File: config.mk
export PLATFORM = sky130hd
export DESIGN_NAME = present_encryptor_ctrl_flat
export DESIGN_NICKNAME = d
export VERILOG_FILES = /design/src/rtl/present_encryptor_ctrl_if.sv /design/src/rtl/present_encryptor_ctrl.sv /design/src/flat_wrapper.sv
export SDC_FILE = /design/constraint.sdc
export NUM_CORES = 1
export LEC_CHECK = 0
export ABC_AREA = 1
export BUFFER_PORTS_ARGS = -buffer_cell sky130_fd_sc_hd__buf_2
export CAP_MARGIN = 40
export CORE_MARGIN = 4
export CORE_UTILIZATION = 40
export CTS_CLUSTER_SIZE = 16
export DETAILED_ROUTE_END_ITERATION = 8
export PLACE_DENSITY = 0.69
export RECOVER_POWER = 25
export SYNTH_ARGS = -nofsm -noshare
export SYNTH_HDL_FRONTEND = slang
export SYNTH_SLANG_ARGS = --single-unit
File: constraint.sdc
create_clock -name clk_i -period 1.8 [get_ports clk_i]
set_input_delay 0.54 -clock clk_i [delete_from_list [all_inputs] [get_ports clk_i]]
set_output_delay 0.54 -clock clk_i [all_outputs]
set_load 0.03 [all_outputs]
File: src/rtl/present_encryptor_ctrl_if.sv
// Stream interface of the PRESENT-80 sequencing wrapper: key/plaintext
// request channel in, ciphertext response channel out, both valid/ready.
interface present_encryptor_ctrl_if;
    logic        in_valid_i;
    logic        in_ready_o;
    logic [79:0] key_i;
    logic [63:0] pt_i;
    logic        out_valid_o;
    logic        out_ready_i;
    logic [63:0] ct_o;

    // Environment side: offers key/plaintext pairs and consumes ciphertexts.
    modport master (
        output in_valid_i, key_i, pt_i, out_ready_i,
        input  in_ready_o, out_valid_o, ct_o
    );

    // Controller side.
    modport slave (
        input  in_valid_i, key_i, pt_i, out_ready_i,
        output in_ready_o, out_valid_o, ct_o
    );
endinterface

File: src/rtl/present_encryptor_ctrl.sv
// Sequencing/handshake wrapper for an iterative PRESENT-80 core. Loads the
// key and then the plaintext over the core's shared 80-bit load bus, lets the
// core iterate ROUNDS times, captures data_o as the ciphertext and holds it
// until the consumer takes it. The key is reloaded for every block because
// the core destroys its copy while running.
module present_encryptor_ctrl #(
    parameter int unsigned ROUNDS = 31
) (
    input  logic                           clk_i,
    input  logic                           rst_ni,
    present_encryptor_ctrl_if.slave        bus,
    output logic                           busy_o,
    output logic [79:0]                    enc_data_o,
    output logic                           enc_key_load_o,
    output logic                           enc_data_load_o,
    input  logic [63:0]                    enc_data_i
);

    localparam logic [4:0] LAST_CNT = 5'(ROUNDS);

    typedef enum logic [2:0] {
        ST_IDLE      = 3'd0,
        ST_LOAD_KEY  = 3'd1,
        ST_LOAD_DATA = 3'd2,
        ST_RUN       = 3'd3,
        ST_DONE      = 3'd4
    } state_e;

    state_e      state_r;
    state_e      state_s;
    logic [63:0] pt_r;
    logic [4:0]  cnt_r;
    logic [63:0] ct_r;
    logic        out_valid_r;
    logic        in_ready_r;
    logic        busy_r;
    logic        key_load_r;
    logic        data_load_r;
    logic [79:0] enc_data_r;

    logic        accept_s;
    logic        last_round_s;
    logic        out_hs_s;
    logic        in_ready_s;
    logic        busy_s;
    logic        key_load_s;
    logic        data_load_s;
    logic [79:0] enc_data_s;

    // Next-state logic and the one-cycle events that steer the datapath.
    always_comb begin
        state_s      = state_r;
        accept_s     = 1'b0;
        last_round_s = 1'b0;
        out_hs_s     = 1'b0;
        case (state_r)
            ST_IDLE: begin
                if (bus.in_valid_i && in_ready_r) begin
                    accept_s = 1'b1;
                    state_s  = ST_LOAD_KEY;
                end else begin
                    state_s  = ST_IDLE;
                end
            end
            ST_LOAD_KEY:  state_s = ST_LOAD_DATA;
            ST_LOAD_DATA: state_s = ST_RUN;
            ST_RUN: begin
                if (cnt_r == LAST_CNT) begin
                    last_round_s = 1'b1;
                    state_s      = ST_DONE;
                end else begin
                    state_s      = ST_RUN;
                end
            end
            ST_DONE: begin
                if (bus.out_ready_i) begin
                    out_hs_s = 1'b1;
                    state_s  = ST_IDLE;
                end else begin
                    state_s  = ST_DONE;
                end
            end
            default: state_s = ST_IDLE;
        endcase
    end

    // Output values for the state being entered, so every output is a flop.
    // LOAD_KEY is only entered on an accept, so the key comes straight from
    // the port; the load-bus register then holds it as the latched key.
    always_comb begin
        in_ready_s  = 1'b0;
        busy_s      = 1'b0;
        key_load_s  = 1'b0;
        data_load_s = 1'b0;
        enc_data_s  = 80'h0;
        case (state_s)
            ST_IDLE: in_ready_s = 1'b1;
            ST_LOAD_KEY: begin
                busy_s     = 1'b1;
                key_load_s = 1'b1;
                enc_data_s = bus.key_i;
            end
            ST_LOAD_DATA: begin
                busy_s      = 1'b1;
                data_load_s = 1'b1;
                enc_data_s  = {16'h0000, pt_r};
            end
            ST_RUN:  busy_s = 1'b1;
            ST_DONE: busy_s = 1'b0;
            default: busy_s = 1'b0;
        endcase
    end

    // FSM state register.
    always_ff @(posedge clk_i or negedge rst_ni) begin
        if (!rst_ni) begin
            state_r <= ST_IDLE;
        end else begin
            state_r <= state_s;
        end
    end

    // Registered control outputs toward the requester and the core.
    always_ff @(posedge clk_i or negedge rst_ni) begin
        if (!rst_ni) begin
            in_ready_r  <= 1'b0;
            busy_r      <= 1'b0;
            key_load_r  <= 1'b0;
            data_load_r <= 1'b0;
            enc_data_r  <= 80'h0;
        end else begin
            in_ready_r  <= in_ready_s;
            busy_r      <= busy_s;
            key_load_r  <= key_load_s;
            data_load_r <= data_load_s;
            enc_data_r  <= enc_data_s;
        end
    end

    // Plaintext latch, round counter, ciphertext capture and output valid.
    always_ff @(posedge clk_i or negedge rst_ni) begin
        if (!rst_ni) begin
            pt_r        <= 64'h0;
            cnt_r       <= 5'd0;
            ct_r        <= 64'h0;
            out_valid_r <= 1'b0;
        end else begin
            if (accept_s) begin
                pt_r <= bus.pt_i;
            end
            if (state_r == ST_LOAD_DATA) begin
                cnt_r <= 5'd0;
            end else if (state_r == ST_RUN) begin
                cnt_r <= cnt_r + 5'd1;
            end
            if (last_round_s) begin
                ct_r        <= enc_data_i;
                out_valid_r <= 1'b1;
            end else if (out_hs_s) begin
                out_valid_r <= 1'b0;
            end
        end
    end

    assign bus.in_ready_o  = in_ready_r;
    assign bus.out_valid_o = out_valid_r;
    assign bus.ct_o        = ct_r;
    assign busy_o          = busy_r;
    assign enc_data_o      = enc_data_r;
    assign enc_key_load_o  = key_load_r;
    assign enc_data_load_o = data_load_r;

endmodule

File: src/flat_wrapper.sv
// flat-port wrapper written by rule: the top's interface ports become plain ports
module present_encryptor_ctrl_flat 
#(
    parameter int unsigned ROUNDS = 31
)
  (clk_i, rst_ni, busy_o, enc_data_o, enc_key_load_o, enc_data_load_o, enc_data_i, bus_in_valid_i, bus_key_i, bus_pt_i, bus_out_ready_i, bus_in_ready_o, bus_out_valid_o, bus_ct_o);
  present_encryptor_ctrl_if bus_i ();
  input  logic clk_i;
  input  logic rst_ni;
  output logic busy_o;
  output logic [79:0] enc_data_o;
  output logic enc_key_load_o;
  output logic enc_data_load_o;
  input  logic [63:0] enc_data_i;
  input wire logic [$bits(bus_i.in_valid_i)-1:0] bus_in_valid_i;
  input wire logic [$bits(bus_i.key_i)-1:0] bus_key_i;
  input wire logic [$bits(bus_i.pt_i)-1:0] bus_pt_i;
  input wire logic [$bits(bus_i.out_ready_i)-1:0] bus_out_ready_i;
  output wire logic [$bits(bus_i.in_ready_o)-1:0] bus_in_ready_o;
  output wire logic [$bits(bus_i.out_valid_o)-1:0] bus_out_valid_o;
  output wire logic [$bits(bus_i.ct_o)-1:0] bus_ct_o;
  assign bus_i.in_valid_i = bus_in_valid_i;
  assign bus_i.key_i = bus_key_i;
  assign bus_i.pt_i = bus_pt_i;
  assign bus_i.out_ready_i = bus_out_ready_i;
  assign bus_in_ready_o = bus_i.in_ready_o;
  assign bus_out_valid_o = bus_i.out_valid_o;
  assign bus_ct_o = bus_i.ct_o;
  present_encryptor_ctrl #(.ROUNDS(ROUNDS)) u_core (.clk_i(clk_i), .rst_ni(rst_ni), .bus(bus_i), .busy_o(busy_o), .enc_data_o(enc_data_o), .enc_key_load_o(enc_key_load_o), .enc_data_load_o(enc_data_load_o), .enc_data_i(enc_data_i));
endmodule
# Word level (Yosys, flattened, before mapping)
# Cells that the tools add are included.
# Widths: inputs -> output; s select.
dict set report classes {
  n_addsub 1
  eq_ne 8
  n_mux 19
  n_reduce_logical 6
}
# op count
set ops {}
lappend ops {{$pmux 80 s2} 1}
lappend ops {{$pmux 3 s5} 1}
lappend ops {{$mux 1} 13}
lappend ops {{$eq 3x2->1 const B} 4}
lappend ops {{$mux 5} 2}
lappend ops {{$eq 3x1->1 const B} 2}
lappend ops {{$logic_not 3->1} 2}
lappend ops {{$mux 3} 2}
lappend ops {{$add 5x1->5 const B} 1}
lappend ops {{$eq 5x5->1 const B} 1}
lappend ops {{$reduce_bool 2->1} 2}
lappend ops {{$eq 3x3->1 const B} 1}
lappend ops {{$reduce_or 3->1} 1}
lappend ops {{$logic_and 1x1->1} 1}
dict set report word_totals {
  register_bits 221
  output_inout_bits 149
  elab_cells 44
}

# Depth between registers and ports, before layout
# Gate-level depths: netlist of run 1.
dict set report logic_depth {
  word_depth 6
  ltp_mapped 9
  depth_no_buf 8
}

# Worst setup path after synthesis of run 1
# Ideal clock, no wire load.
dict set report synth_path {
  kind {register to register}
  from {reg u_core.cnt_r[0]}
  to {reg u_core.ct_r[58], in the netlist u_core.bus.ct_o[58]}
  arrival_time_ps 1439
  required_time_ps 1723
  slack_ps 284
  path_stages_with_launch 10
  path_buffers 2
  path_cell_list {dfrtp_1 > ha_1 > nand2_1 > nor2_1 > ha_1 > nand3_2 > buf_2 > buf_2 > nand2_1 > o21ai_1}
}
dict set report synth_between {
  elab_chain_len 3
}
# item line_no
set synth_lines {}
lappend synth_lines {{start: declaration} present_encryptor_ctrl.sv:32} ;# logic [4:0] cnt_r;
lappend synth_lines {{start signal: assignment} present_encryptor_ctrl.sv:154} ;# cnt_r <= cnt_r + 5'd1;
lappend synth_lines {{$eq 5x5->1} present_encryptor_ctrl.sv:68} ;# if (cnt_r == LAST_CNT) begin
lappend synth_lines {{$mux 1} present_encryptor_ctrl.sv:68}
lappend synth_lines {{$mux 1} present_encryptor_ctrl.sv:56} ;# case (state_r)
lappend synth_lines {{end signal: assignment} present_encryptor_ctrl.sv:157} ;# ct_r <= enc_data_i;
lappend synth_lines {{end: declaration} present_encryptor_ctrl.sv:33} ;# logic [63:0] ct_r;
# No other way between the ends.
# A chain may end at the register's enable or synchronous reset.

# Final worst setup path of run 1
dict set report layout_path {
  from {reg u_core.ct_r[56], in the netlist u_core.bus.ct_o[56]}
  to {out bus_ct_o[56]}
}
# item line_no
set layout_rtl {}
lappend layout_rtl {{end: declaration} flat_wrapper.sv:21} ;# output wire logic [$bits(bus_i.ct_o)-1:0] bus_ct_o;
# No word-level cell between the ends.

==> run metrics, run 1 <==
status=finished, final reports clean; Yosys warning count=0; Syn Nets=1140; Setup Skew=0.01525 ns; r2r startpoint=u_core.cnt_r[0]; Setup WS post-layout=0.1392 ns; gr usage total=0.1900; htree depth=1; sequential share of power=0.417; IO buf count=360; Pint=between 10 and 15 mW; post-place setup slack=roughly 0.05 ns; DR WL/cell=14.65 um; reg2reg path depth=8; Vias/cell=4.456; Lkg Pwr=6.913 nW; Worst R2R End=u_core.bus.ct_o[50]; Hold Crit Depth=3; Core ar.=a little over 0.02 mm2; most frequent cells in the layout=463 x nand2_1, 359 x buf_2, 221 x dfrtp_1; final setup vio count=0; CTS Buf Count=24; Detailed Route Iter0 Violations=around 340; clock insertion delay at the later pin of the skew report=0.51 ns; total power=15.84 mW; CP max stage delay=approximately 0.4 ns; largest net degree at the start of global routing=between 70 and 80; share of layout cells above drive strength 1=0.3272; initial antenna violation count=2; chip width=between 150 and 200 um; antenna-violating nets left=0; final RePlAce weighted congestion=0.8584; fin. max-slew vios=0; syn avg cell area=9.058 um2; Worst-path clk slew=0.06 ns; Max Fclk=0.6021 GHz; via count=7027; # fillers=around 1900; Critical Path AT=1.12 ns; Remaining Overflow, GRT=0; first-pass GRT wire length=between 30000 and 40000 um; Setup crit start=u_core.bus.ct_o[56]; Distinct cells, synth=17; Tightest Hold Check Type=primary input to register; Final Util=0.5574; Initial Util=0.4106; CTS tree=yes; CTS sink cnt=221; root buffer cell=clkbuf_16; number of global-route vias before repair=7168; Critical Path Fanout Max=2; CP Depth=1; Pwr Density=1391 mW/mm2; Vert. Die Dim=152.8 um; Gate Count Post-Synth=926; Slew headroom=0.4645; DP Area=0.01060 mm2; worst-path cell chain=buf_2; Top delay family on crit path=flip-flops; flop2flop setup slack=~0.15 ns; crit start category=register; CP Buf/Inv Count=1; HPWL Detailed=~17000 um; first-pass detailed-route iteration total=5; register area share after synthesis=0.6593; unrepaired setup endpoints after global routing=false; Finished Cell Area=0.01139 mm2; Hold Fails Final Rpt=0; Sw Share=0.3524; CP Data Required Time=1.26 ns; most common cell after layout, fill and taps aside=nand2_1; clock buffer depth=3; Site Rows=52; Peak VDD IR=0.7709 mV; Tcrit/Tclk final=0.9227; critical path endpoint category=primary output; Post-Route WL=23100 um; Post-Syn Area=0.008388 mm2; clock network power share=0.303; Setup TNS Final=0 ns; placed cells=1530; Setup crit end=bus_ct_o[56]; area grow syn2layout=35.77%; hold slack=0.2187 ns; slew at the pin with the worst max-slew slack=0.8032 ns; Layout Nets=1504; final cell count without fillers=1577; cts repair resizes=0; # IOs=approximately 360; Tmin final=around 1.7 ns; slowest library cell on the worst path=dfrtp_1; Residual DRC=0; max-cap violation count=0; Worst Path Class, Setup=register to primary output; Synth Register Bits=221; Comb pwr share=0.280; Net Sw Power=5.583 mW; floorplan die area=about 0.023 mm2
layout make-up:
cell class	instances	area (um2)	share of cell area
Inverter	92	347.8	0.03054
Sequential cell	221	5530	0.4856
Antenna cell	2	5.005	0.0004395
Timing Repair Buffer	383	2102	0.1846
Tap cell	270	337.8	0.02966
Multi-Input combinational cell	568	2281	0.2003
Clock buffer	31	698.2	0.06131
Clock inverter	10	86.33	0.007581
what timing repair did:
item	CTS	global route
buffers inserted	0	3
hold buffers	1	0
endpoints found under the hold margin	44	0
endpoints found under the setup margin	0	58
flip-flops by register name (all words and copies together), names as in the netlist, 3 cells and up:
| signal | count |
|---|---|
| u_core.enc_data_o | 80 |
| u_core.pt_r | 64 |
| u_core.bus.ct_o | 64 |
| u_core.state_r | 3 |
| u_core.cnt_r | 5 |
power groups by stage:
stage | combinational, mW | sequential [mW] | clock [mW]
3_5_place_dp | 4.49 | 6.68 | 0
6_report | 4.44 | 6.61 | 4.80
5_1_grt | 4.83 | 6.73 | 5.13
3_3_place_gp | 4.37 | 6.69 | 0
2_1_floorplan | 1.24 | 8.22 | 0
4_1_cts | 4.51 | 6.61 | 4.92
how the worst min path moves through the flow:
stage | startpoint | end | slack [ns]
after floorplan | rst_ni | u_core.bus.ct_o[0] | 0.24
after global placement | u_core.pt_r[13] | u_core.enc_data_o[13] | 0.46
after detailed placement | u_core.pt_r[2] | u_core.enc_data_o[2] | 0.46
after CTS | bus_key_i[30] | u_core.enc_data_o[30] | 0.20
after global routing | bus_key_i[30] | u_core.enc_data_o[30] | 0.21
final | bus_key_i[30] | u_core.enc_data_o[30] | 0.22
synthesized netlist by cell type (all sizes together):
cell type	count	area, um2
o21ai	68	340.3
nor2	24	100.1
dfrtp	221	5530
ha	2	25.02
a21oi	2	10.01
inv	92	345.3
nor3	2	10.01
nand3	7	40.04
buf	42	237.7
nand2	463	1738
clkbuf	3	11.26
per-layer routing:
metal	GRT usage	up-vias	share of wire
met4	0.07213	0	0.035
met5	0	-	0
met1	0.2359	3199	0.40
li1	-	3490	-
met3	0.04722	54	0.079
met2	0.3227	284	0.49
cell families (layout without fill, tap and decap cells):
logic type | after synthesis | in the layout | synth area share
fa+ha+maj | 2 | 2 | 0.002983
flops | 221 | 221 | 0.6593
simple gates | 496 | 496 | 0.2251
buf+inv | 137 | 516 | 0.07085
other cells | 0 | 2 | 0
compound gates | 70 | 70 | 0.04177
Note: power is estimated with default switching activity, not from simulation.
==> run 2: changes to the inputs <==
clock period = 1.6 ns   (was 1.8 ns; I/O delays follow)
==> run metrics, run 2 (synthesized netlist as in run 1, its figures left out) <==
Remaining Overflow, GRT=0; crit start category=register; status=finished, violations left; Hold Fails Final Rpt=0; Vias/cell=4.441; failing checks=setup timing; CTS Buf Count=24; final setup vio count=24; Tcrit/Tclk final=1.024; Residual DRC=0; most frequent cells in the layout=451 x nand2_1, 345 x buf_2, 221 x dfrtp_1; Lkg Pwr=7.060 nW; Core ar.=0.02043 mm2; max reg flops=80; Reg area=~0.0055 mm2; r2r startpoint=u_core.cnt_r[0]; floorplan die area=0.02335 mm2; number of global-route vias before repair=7124; Setup Skew=0.009649 ns; hold slack=approximately 0.17 ns; final RePlAce weighted congestion=0.8651; DR WL/cell=14.93 um; final cell count without fillers=1594; gr usage total=0.1952; first-pass detailed-route iteration total=4; DP Area=~0.011 mm2; Finished Cell Area=between 0.01 and 0.015 mm2; Slew headroom=0.3695; Site Rows=52; Worst R2R End=u_core.bus.ct_o[11]; clock insertion delay at the later pin of the skew report=~0.5 ns; Peak VDD IR=0.9158 mV; root buffer cell=clkbuf_16; share of layout cells above drive strength 1=0.3535; Setup WS post-layout=-0.03814 ns; chip width=152.8 um; Critical Path Fanout Max=6; unrepaired setup endpoints after global routing=true; multi-input logic area=between 0.002 and 0.0025 mm2; Detailed Route Iter0 Violations=322; post-place setup slack=-0.01790 ns; Post-Route WL=23790 um; Tmin final=1.638 ns; antenna-violating nets left=0; fin. max-slew vios=0; CP Data Required Time=1.99 ns; Worst Path Class, Setup=register to register; Tightest Hold Check Type=primary input to register; Critical Path AT=2.03 ns; Hold Crit Depth=3; Pwr Density=1576 mW/mm2; most common cell after layout, fill and taps aside=nand2_1; IO buf count=between 300 and 400; HPWL Detailed=approximately 17000 um; initial antenna violation count=3; CTS sink cnt=221; largest net degree at the start of global routing=68; placed cells=1533; CTS tree=yes; reg2reg path depth=9; Vert. Die Dim=152.8 um; critical path endpoint category=register; area grow syn2layout=40.16%; Worst-path clk slew=~0.06 ns; clock buffer depth=3; htree depth=1; Layout Nets=1519; Max Fclk=0.6104 GHz; # fillers=1796; hold-critical path endpoint=u_core.pt_r[15]; first-pass GRT wire length=37500 um; via count=7079; slew at the pin with the worst max-slew slack=0.9457 ns; flop2flop setup slack=-0.04 ns; max-cap violation count=0; Initial Util=0.4106; Worst Hold Launch=bus_pt_i[15]; # IOs=361
==> run 2: cell types whose count changed in the layout (fill, tap and decap cells not counted), moves of 3 or more <==
| cell | delta |
|---|---|
| buf_4 | +22 |
| clkbuf_1 | +4 |
| clkbuf_2 | -3 |
| nand2_1 | -12 |
| buf_6 | +5 |
| o21ai_1 | -9 |
| buf_2 | -14 |
| o21ai_2 | +10 |
| nand2_2 | +11 |
==> run 2: worst max-delay path, stage by stage, from the launching register on <==
cell and delay (ns):
dfrtp_1 0.35, ha_2 0.19, nand2_2 0.07, nor2_2 0.10
ha_2 0.21, nand3_4 0.15, buf_8 0.19, clkbuf_16 0.16
nand2_1 0.05, o21ai_1 0.06
==> run 2: layer usage <==
metal | track usage | vias up | wire length (um)
met2 | 0.3321 | 241 | 11980
met1 | 0.2519 | 3271 | 9646
li1 | - | 3534 | -
met3 | 0.04665 | 33 | 1646
met5 | 0 | - | 0
met4 | 0.05388 | 0 | 524
==> run 2: worst max-delay path by stage <==
stage | from | to | slack, ns | cells past startpoint
after floorplan | u_core.cnt_r[0] | u_core.bus.ct_o[58] | 0.08 | 9
after detailed placement | u_core.cnt_r[0] | u_core.bus.ct_o[30] | -0.02 | 8
after CTS | u_core.cnt_r[0] | u_core.bus.ct_o[20] | -0.008 | 9
after global routing | u_core.cnt_r[1] | u_core.bus.ct_o[14] | -0.13 | 9
after global placement | u_core.cnt_r[0] | u_core.bus.ct_o[34] | 0.04 | 8
final | u_core.cnt_r[0] | u_core.bus.ct_o[11] | -0.04 | 9
==> run 2: layout make-up <==
class                      instances  share of cell area
tap                              270             0.02874
clock inverter                     7            0.007663
inverter                          92             0.02959
antenna                            3           0.0006386
sequential                       221              0.4704
clock buffer                      35             0.06066
timing repair buffer             398              0.2013
multi-input combinational        568              0.2010
==> run 2: timing repair <==
| action | 4_1_cts | 5_1_grt |
|---|---|---|
| resized for setup | 21 | 37 |
| gates cloned | 2 | 2 |
| setup endpoints to repair | 35 | 73 |
| pin swaps | 0 | 2 |
| hold buffers | 1 | 0 |
| setup buffers | 7 | 4 |
| hold endpoints to repair | 25 | 0 |
==> run 2: power breakdown <==
part	internal [mW]	switching, mW	total [mW]	leakage, nW
registers	6.77	0.716	7.48	2.78
logic	1.94	3.57	5.51	3.89
clock network	3.40	2.13	5.53	0.390
total	12.1	6.42	18.5	7.06
==> run 2: per-stage QoR <==
step	utilization	power, mW	setup TNS (ns)
final	0.5755	18.53	-0.4630
after floorplan	-	10.64	0
after global routing	0.5755	19.55	-5.519
after detailed placement	0.5195	12.64	-0.06212
after CTS	0.5676	18.52	-0.02242
after global placement	0.5195	12.50	0
==> run 3: changes to the inputs <==
CTS_BUF_LIST = sky130_fd_sc_hd__clkbuf_4 sky130_fd_sc_hd__clkbuf_8   (was default)
==> run metrics, run 3 (synthesized netlist as in run 1, its figures left out) <==
status=finished, final reports clean; Finished Cell Area=~0.012 mm2; largest net degree at the start of global routing=68; Lkg Pwr=7.341 nW; Max Fclk=around 0.63 GHz; DP Area=0.01061 mm2; clock network power share=0.276; CP Depth=9; root buffer cell=clkbuf_8; Setup crit end=u_core.bus.ct_o[20]; Hold Fails Final Rpt=0; Vias/cell=4.570; # IOs=roughly 360; final cell count without fillers=1639; r2r startpoint=u_core.cnt_r[1]; Remaining Overflow, GRT=0; Critical Path Fanout Max=8; Top delay family on crit path=simple AND/OR/NAND/NOR gates; IO buf count=360; Worst Path Class, Setup=register to register; crit start category=register; share of layout cells above drive strength 1=0.4145; Residual DRC=0; # fillers=1694; reg2reg path depth=9; first-pass GRT wire length=around 37000 um; DR WL/cell=15.90 um; Tightest Hold Check Type=primary input to register; htree depth=2; hold slack=0.1557 ns; Tmin final=1.593 ns; slowest library cell on the worst path=dfrtp_1; critical path endpoint category=register; CTS Buf Count=38; CTS sink cnt=221; most common cell after layout, fill and taps aside=nand2_1; flop2flop setup slack=around 0.007 ns; Initial Util=0.4106; Pint=12.65 mW; unrepaired setup endpoints after global routing=true; fin. max-slew vios=0; area grow syn2layout=47.42%; slew at the pin with the worst max-slew slack=between 0.9 and 1 ns; max reg flops=80; clock buffer depth=3; Peak VDD IR=between 0.8 and 0.9 mV; Setup WS post-layout=0.006904 ns; worst-path cell chain=ha_2, nand2_2, nor2_4, ha_4, nand3_4, buf_12, clkbuf_16, nand2_2, o21ai_1; Worst R2R End=u_core.bus.ct_o[20]; Comb pwr share=0.337; Core ar.=0.02043 mm2; Layout Nets=1559; post-place setup slack=-0.01790 ns; final RePlAce weighted congestion=roughly 0.87; placed cells=1533; sequential share of power=0.387; first-pass detailed-route iteration total=5; most frequent cells in the layout=422 x nand2_1, 319 x buf_2, 221 x dfrtp_1; floorplan die area=about 0.023 mm2; number of global-route vias before repair=7193; Worst-path clk slew=0.06 ns; Setup TNS Final=0 ns; total power=19.64 mW; CP Data Required Time=2.00 ns; CP max stage delay=roughly 0.36 ns; Critical Path AT=2.00 ns; Setup crit start=u_core.cnt_r[1]; Pwr Density=1588 mW/mm2; Setup Skew=between 0.02 and 0.03 ns; chip width=152.8 um; CP Buf/Inv Count=2; initial antenna violation count=1; Final Util=0.6053; HPWL Detailed=roughly 17000 um; Site Rows=52; CP most frequent cell=nand2_2; Detailed Route Iter0 Violations=~370; Sw Share=0.3557; Vert. Die Dim=152.8 um; gr usage total=0.1963; Post-Route WL=26060 um; final setup vio count=0; antenna-violating nets left=0; via count=7490; Slew headroom=0.3617; Tcrit/Tclk final=0.9957; max-cap violation count=0; clock insertion delay at the later pin of the skew report=0.52 ns; Net Sw Power=6.985 mW; CTS tree=yes
[run 3: cell types whose count changed in the layout (fill, tap and decap cells not counted), sizes merged]
cell      previous run  this run
clkbuf              38        67
buf                394       412
diode                3         1
nand3                7         8
clkinvlp             2         1
[run 3: worst min-delay path, cell delays in order]
cell and delay (ns):
buf_2 0.07, nand2_1 0.04, nand2_1 0.04
[run 3: cell type report]
class	count	area [um2]	area share
flip-flops and latches	221	5530	0.4472
repair buffers	423	2791	0.2257
multi-input cells	569	2545	0.2058
clock buffers	57	728.2	0.05889
inverters	92	347.8	0.02813
well taps	270	337.8	0.02732
clock inverters	6	82.58	0.006678
diodes	1	2.502	0.0002024
[run 3: routing by layer]
| metal | global-route usage | up-vias | wire (um) |
|---|---|---|---|
| met4 | 0.05982 | 0 | 693 |
| met5 | 0 | - | 0 |
| li1 | - | 3612 | - |
| met2 | 0.3300 | 337 | 13180 |
| met1 | 0.2478 | 3484 | 10160 |
| met3 | 0.05683 | 57 | 2031 |
[run 3: power groups by stage]
| stage | combinational [mW] | sequential, mW | clock, mW |
|---|---|---|---|
| 6_report | 6.61 | 7.60 | 5.43 |
| 3_5_place_dp | 5.12 | 7.52 | 0 |
| 4_1_cts | 5.40 | 7.47 | 5.56 |
| 3_3_place_gp | 4.98 | 7.52 | 0 |
| 2_1_floorplan | 1.39 | 9.25 | 0 |
| 5_1_grt | 7.07 | 7.71 | 5.86 |
[run 3: timing repair]
item / 4_1_cts / 5_1_grt
setup buffers: 5 / 22
gates resized for setup: 27 / 139
gates cloned: 0 / 14
hold buffers: 1 / 0
pin swaps: 1 / 3
endpoints found under the setup margin: 28 / 99
endpoints found under the hold margin: 25 / 0
[run 3: worst min path at each step]
stage / cells past startpoint / endpoint / from / slack [ns]
after global routing: 3 / u_core.pt_r[21] / bus_pt_i[21] / 0.13
after CTS: 3 / u_core.enc_data_o[56] / bus_key_i[56] / 0.13
after floorplan: 0 / u_core.bus.ct_o[0] / rst_ni / 0.18
after detailed placement: 1 / u_core.enc_data_o[65] / rst_ni / 0.37
final: 3 / u_core.pt_r[53] / bus_pt_i[53] / 0.16
after global placement: 1 / u_core.enc_data_o[65] / rst_ni / 0.36
